--- src/rtl/jcc_branch_unit_pkg.sv ---
//------------------------------------------------------------------------------
// Module : jcc_branch_unit_pkg
// Brief  : Shared flag indices, state encoding and opcodes for the branch unit.
// Rev    : 1.0 - initial release
//------------------------------------------------------------------------------
`default_nettype none

package jcc_branch_unit_pkg;

  localparam int OF_IDX = 11;
  localparam int CF_IDX = 0;
  localparam int ZF_IDX = 6;
  localparam int SF_IDX = 7;
  localparam int PF_IDX = 2;

  typedef enum logic [2:0] {
    IDLE     = 3'd0,
    FETCH    = 3'd1,
    EVAL     = 3'd2,
    REDIRECT = 3'd3,
    DONE     = 3'd4
  } jcc_state_t;

  localparam logic [7:0] OPC_LOOPNE = 8'he0;
  localparam logic [7:0] OPC_LOOPE  = 8'he1;
  localparam logic [7:0] OPC_LOOP   = 8'he2;
  localparam logic [7:0] OPC_JCXZ   = 8'he3;

  function automatic logic [15:0] sext8(input logic [7:0] b);
    return {{8{b[7]}}, b};
  endfunction

endpackage

`default_nettype wire

--- src/rtl/jcc_branch_unit_jumptest.sv ---
//------------------------------------------------------------------------------
// Module : jcc_branch_unit_jumptest
// Brief  : JumpTest condition evaluator for Jcc opcodes (low nibble selects).
// Rev    : 1.0 - initial release
//------------------------------------------------------------------------------
`default_nettype none

module jcc_branch_unit_jumptest
  import jcc_branch_unit_pkg::*;
(
  input  logic [3:0]  cond_i,
  input  logic [15:0] flags_i,
  output logic        taken_o
);

  logic w_of, w_cf, w_zf, w_sf, w_pf;
  logic w_unused_flags;

  assign w_of = flags_i[OF_IDX];
  assign w_cf = flags_i[CF_IDX];
  assign w_zf = flags_i[ZF_IDX];
  assign w_sf = flags_i[SF_IDX];
  assign w_pf = flags_i[PF_IDX];
  assign w_unused_flags = ^{flags_i[15:12], flags_i[10:8], flags_i[5:3], flags_i[1]};

  // Even conditions are evaluated directly; odd ones are their negation.
  always_comb begin
    taken_o = 1'b0;
    unique case (cond_i[3:1])
      3'd0: taken_o = w_of;
      3'd1: taken_o = w_cf;
      3'd2: taken_o = w_zf;
      3'd3: taken_o = w_cf | w_zf;
      3'd4: taken_o = w_sf;
      3'd5: taken_o = w_pf;
      3'd6: taken_o = w_sf ^ w_of;
      3'd7: taken_o = w_zf | (w_sf ^ w_of);
      default: taken_o = 1'b0;
    endcase
    if (cond_i[0]) taken_o = ~taken_o;
  end

endmodule

`default_nettype wire

--- src/rtl/jcc_branch_unit.sv ---
//------------------------------------------------------------------------------
// Module : jcc_branch_unit
// Brief  : Short conditional branch executor (Jcc, LOOPx, JCXZ).
//          Macro JCC_LOOP_EN enables LOOP/LOOPE/LOOPNE/JCXZ support.
// Rev    : 1.0 - initial release
//------------------------------------------------------------------------------
`default_nettype none

module jcc_branch_unit
  import jcc_branch_unit_pkg::*;
(
  input  logic        clk,
  input  logic        reset_n,
  input  logic        start,
  input  logic [7:0]  opcode,
  input  logic [15:0] ip,
  input  logic [15:0] flags,
  input  logic [15:0] cx,
  input  logic        fifo_empty,
  input  logic [7:0]  fifo_rd_data,
  output logic        fifo_rd_en,
  output logic        cx_wr_en,
  output logic [15:0] cx_wr_data,
  output logic        branch_valid,
  output logic [15:0] branch_ip,
  input  logic        branch_ack,
  output logic        busy,
  output logic        done
);

  jcc_state_t  state_q;
  logic [7:0]  opcode_q;
  logic [7:0]  disp_q;
  logic [15:0] ip_q;
  logic [15:0] flags_q;

  logic        w_jcc_taken;
  logic        w_taken;
  logic        w_supported;
  logic [15:0] w_target;

  jcc_branch_unit_jumptest u_jumptest (
    .cond_i  (opcode_q[3:0]),
    .flags_i (flags_q),
    .taken_o (w_jcc_taken)
  );

  assign w_target = ip_q + sext8(disp_q);

`ifdef JCC_LOOP_EN
  logic [15:0] cx_q;
  logic [15:0] w_cx_dec;
  logic        w_loop_taken;
  logic        w_is_loop;

  assign w_cx_dec = cx_q - 16'd1;

  always_comb begin
    w_loop_taken = 1'b0;
    w_is_loop    = 1'b0;
    unique case (opcode_q)
      OPC_LOOP:   begin w_is_loop = 1'b1; w_loop_taken = (w_cx_dec != 16'd0); end
      OPC_LOOPE:  begin w_is_loop = 1'b1; w_loop_taken = (w_cx_dec != 16'd0) &  flags_q[ZF_IDX]; end
      OPC_LOOPNE: begin w_is_loop = 1'b1; w_loop_taken = (w_cx_dec != 16'd0) & ~flags_q[ZF_IDX]; end
      OPC_JCXZ:   w_loop_taken = (cx_q == 16'd0);
      default:    ;
    endcase
  end

  assign w_supported = (opcode[7:5] == 3'b011) || (opcode[7:2] == OPC_LOOPNE[7:2]);
  assign w_taken     = (opcode_q[7:5] == 3'b011) ? w_jcc_taken : w_loop_taken;
  assign cx_wr_en    = (state_q == EVAL) && w_is_loop;
  assign cx_wr_data  = cx_wr_en ? w_cx_dec : 16'd0;

  always_ff @(posedge clk or negedge reset_n) begin
    if (!reset_n)                         cx_q <= 16'd0;
    else if ((state_q == IDLE) && start)  cx_q <= cx;
  end
`else
  logic w_unused_bits;

  // Only 0x60-0x7F reach FETCH, so the upper opcode bits never matter here.
  assign w_unused_bits = ^{cx, opcode_q[7:4]};
  assign w_supported   = (opcode[7:5] == 3'b011);
  assign w_taken       = w_jcc_taken;
  assign cx_wr_en      = 1'b0;
  assign cx_wr_data    = 16'd0;
`endif

  always_ff @(posedge clk or negedge reset_n) begin
    if (!reset_n) begin
      state_q  <= IDLE;
      opcode_q <= 8'd0;
      disp_q   <= 8'd0;
      ip_q     <= 16'd0;
      flags_q  <= 16'd0;
    end else begin
      unique case (state_q)
        IDLE: begin
          if (start) begin
            opcode_q <= opcode;
            ip_q     <= ip;
            flags_q  <= flags;
            state_q  <= w_supported ? FETCH : DONE;
          end
        end
        FETCH: begin
          if (!fifo_empty) begin
            disp_q  <= fifo_rd_data;
            state_q <= EVAL;
          end
        end
        EVAL:     state_q <= w_taken ? REDIRECT : DONE;
        REDIRECT: if (branch_ack) state_q <= DONE;
        DONE:     state_q <= IDLE;
        default:  state_q <= IDLE;
      endcase
    end
  end

  assign fifo_rd_en   = (state_q == FETCH) && !fifo_empty;
  assign branch_valid = (state_q == REDIRECT);
  assign branch_ip    = branch_valid ? w_target : 16'd0;
  assign done         = (state_q == DONE);
  assign busy         = (state_q != IDLE);

endmodule

`default_nettype wire

--- config.mk ---
export PLATFORM = sky130hd
export DESIGN_NAME = jcc_branch_unit
export DESIGN_NICKNAME = d
export VERILOG_FILES = /design/src/rtl/jcc_branch_unit_pkg.sv /design/src/rtl/jcc_branch_unit_jumptest.sv /design/src/rtl/jcc_branch_unit.sv
export SDC_FILE = /design/constraint.sdc
export NUM_CORES = 1
export LEC_CHECK = 0
export ABC_AREA = 1
export BUFFER_PORTS_ARGS = -buffer_cell sky130_fd_sc_hd__buf_2
export CORE_ASPECT_RATIO = 1.25
export CORE_MARGIN = 4
export CORE_UTILIZATION = 52
export DETAILED_ROUTE_END_ITERATION = 8
export PLACE_DENSITY = 0.86
export SETUP_SLACK_MARGIN = 0.1
export SYNTH_ARGS = -nofsm -noshare
export SYNTH_HDL_FRONTEND = slang
export SYNTH_SLANG_ARGS = --single-unit
--- constraint.sdc ---
create_clock -name clk -period 3.28 [get_ports clk]
set_input_delay 0.656 -clock clk [delete_from_list [all_inputs] [get_ports clk]]
set_output_delay 0.656 -clock clk [all_outputs]
set_load 0.01 [all_outputs]
==> impl_metrics.tcl <==
set metrics [dict create \
    holdBufCountCts 0 \
    grt_usage 0.1955 \
    dr.pass1.iters 4 \
    top_usage_layer "met2" \
    diodes 0 \
    post_drt_wl_per_cell_um 12.98 \
    drtIter0Drc 105 \
    worstSetupPathType "flop to primary output" \
    globalRouteMet3Util 0.03596 \
    h-tree-depth 2 \
    cts_buffer_depth 2 \
    async_flop_share 1.000 \
    fillers 435 \
    finalHoldViolations 0 \
    coreArea_um2 4730 \
    critPathRequiredTime_ns 2.62 \
    post_cts_buffers 0 \
    hp-class "input pin to async pin" \
    cts_resized 0 \
    fin_nets 464 \
    die-area_um2 6081 \
    grt_util_met1 0.2196 \
    rsz0062_at_grt "no" \
    power_density_nw_per_um2 1024 \
    path_max_fanout 10 \
    initial_core_util 0.5378 \
    use_met2 0.3637 \
    drcViolationCount 0 \
    setup_viol 0 \
    drive_above_1_share 0.2605 \
    r2r_slack_ns 1.49 \
    arrival_ns 2.27 \
    row_count 28 \
    synth_largest_area_cell "dfrtp_1" \
    swShare 0.4619 \
    p_leak_nw 1.625 \
    yosysWarningCount 0 \
    whs_ns 0.4444 \
    fmax_mhz 341.3 \
    numCtsBuffers 5 \
    finClkSkew_ns 0.002345 \
    r2r_cells 5 \
    finalNonFillerCells 440 \
    synth_edf_count 0 \
    io_pins 106 \
    cts_tree "yes" \
    clkPwrFrac 0.128 \
    area_growth_pct 15.10 \
    antenna_found_initial 0 \
    p_int_w 0.001614 \
    vdd_drop_max_v 0.0006445 \
    clock_latency_ns 0.29 \
    gp_congestion 0.9274 \
    ys_seq_elements 36 \
    cts_root_buf "clkbuf_8" \
    fin_area_um2 2928 \
    synthCells 317 \
    tightest_slew_ns 0.8088 \
    path_clk_slew_ns 0.07 \
    die_h_um 86.20 \
    place_inst 432 \
    grt_pass1_wl_um 9494 \
    routed_wl_um 5710 \
    seq_area_frac_synth 0.3542 \
    tns_ns 0 \
    postSynthAreaPerCell_um2 8.024 \
    grt_pass1_vias 2194 \
    postPlaceCellArea_um2 2816 \
    synthDominantCellAreaShare 0.3542 \
    cap_violations 0 \
    fin_crit_ns 2.930 \
    end_kind "primary output" \
    start_kind "flop" \
    port_buffers 60 \
    ys.flop_type "dfrtp_1" \
    power_frac_seq 0.277 \
    dpl.hpwl_um 4611 \
    power_frac_comb 0.595 \
    grt_max_degree 37 \
    vias 2259 \
    drv_slew 0 \
    ant_nets 0 \
    die_width_um 70.56 \
    fin_crit_sh 0.8932 \
    status "completed" \
    viasPerCell 5.134 \
    yosys-top-cells-area "dfrtp_1, nand2_1, mux2_4" \
    max_slew_margin 0.4589 \
    p_sw_w 0.001385 \
    syn_area_um2 2544 \
    clock_sinks 36 \
    gr-total-overflow 0 \
    synth_cell_type_count 32 \
]
## cell usage after synthesis, types with 2 or more instances
master	instances
nand2_2	3
mux2_2	2
mux2_4	16
a21o_1	2
dfrtp_1	36
buf_4	18
inv_1	21
o21ai_0	12
o21a_1	2
nor2_2	2
nor3_1	2
ha_1	15
nand3_1	21
nor2_1	34
nand4_1	2
a21oi_1	32
inv_2	4
nand2_1	78
buf_6	2
## stage by stage
step / worst slack, ns / util / power, W
6_report: 0.3504 / 0.6190 / 0.002999
5_1_grt: 0.1107 / 0.6190 / 0.003284
4_1_cts: 0.3375 / 0.6190 / 0.003003
3_5_place_dp: 0.6602 / 0.5955 / 0.002612
3_3_place_gp: 0.6548 / 0.5955 / 0.002533
2_1_floorplan: 0.9424 / - / 0.002223
## per-layer routing
layer  part of all wire  up-vias
met2               0.51       67
met5                  0        -
met4              0.023        0
met3              0.053       14
li1                   -     1148
met1               0.41     1030
## power by group through the flow
stage,sequential [W],combinational (W),clock (W)
detailed placement,0.000839,0.00177,0
finish,0.000831,0.00178,0.000384
global placement,0.000820,0.00171,0
CTS,0.000830,0.00179,0.000387
floorplan,0.000785,0.00144,0
global route,0.000860,0.00202,0.000407
## state kept, by name, summed over array words and instances, names as in the netlist
signal	count
ip_q	16
disp_q	8
flags_q	5
opcode_q	4
state_q	3
## final timing paths
kind	from	to
worst max-delay path	disp_q[7]	branch_ip[14]
worst min-delay path	reset_n	ip_q[4]
worst max register to register	state_q[2]	ip_q[3]
worst min register to register	disp_q[2]	disp_q[2]
max in group asynchronous	reset_n	opcode_q[0]
min in group clk	disp_q[2]	disp_q[2]
## logic make-up after synthesis
| kind of cell | synth area share |
|---|---|
| AOI/OAI and AO/OA | 0.1131 |
| xor gates and xnor gates | 0.003444 |
| adders and majority gates | 0.08165 |
| buffers and inverters | 0.1008 |
| DFF | 0.3542 |
| muxes | 0.1033 |
| other | 0.001474 |
| and+or+nand+nor | 0.2420 |
## area by class of cell
type                            count  area [µm²]  share of cell area
Tap cell                           60       75.07             0.02564
Sequential cell                    36       900.9              0.3077
Clock buffer                        5       68.82             0.02350
Inverter                           25       93.84             0.03205
Timing Repair Buffer               60       300.3              0.1026
Multi-Input combinational cell    251        1446              0.4940
Clock inverter                      3       42.54             0.01453
## worst max-delay path, cell delays in order, from the launching register on
cell	delay, ns
dfrtp_1	0.51
ha_1	0.43
a21oi_1	0.24
nor2_1	0.06
nor2_1	0.17
inv_1	0.06
a21oi_1	0.17
nand3_1	0.10
nand2_1	0.07
nor2_1	0.04
buf_2	0.13
## layout by cell type, fill, tap and decap left out, types with 2 or more instances in the layout
master / count
a21oi_1: 32
inv_1: 21
nand3_1: 21
buf_2: 60
dfrtp_1: 36
inv_2: 4
nand2_2: 3
nand4_1: 2
o21a_1: 2
o21ai_0: 12
clkbuf_8: 5
nor3_1: 2
nor2_1: 34
conb_1: 17
mux2_4: 16
ha_1: 15
nand2_1: 78
nor2_2: 2
mux2_2: 2
a21o_1: 2
No activity file was read; power rests on OpenSTA's default activity.
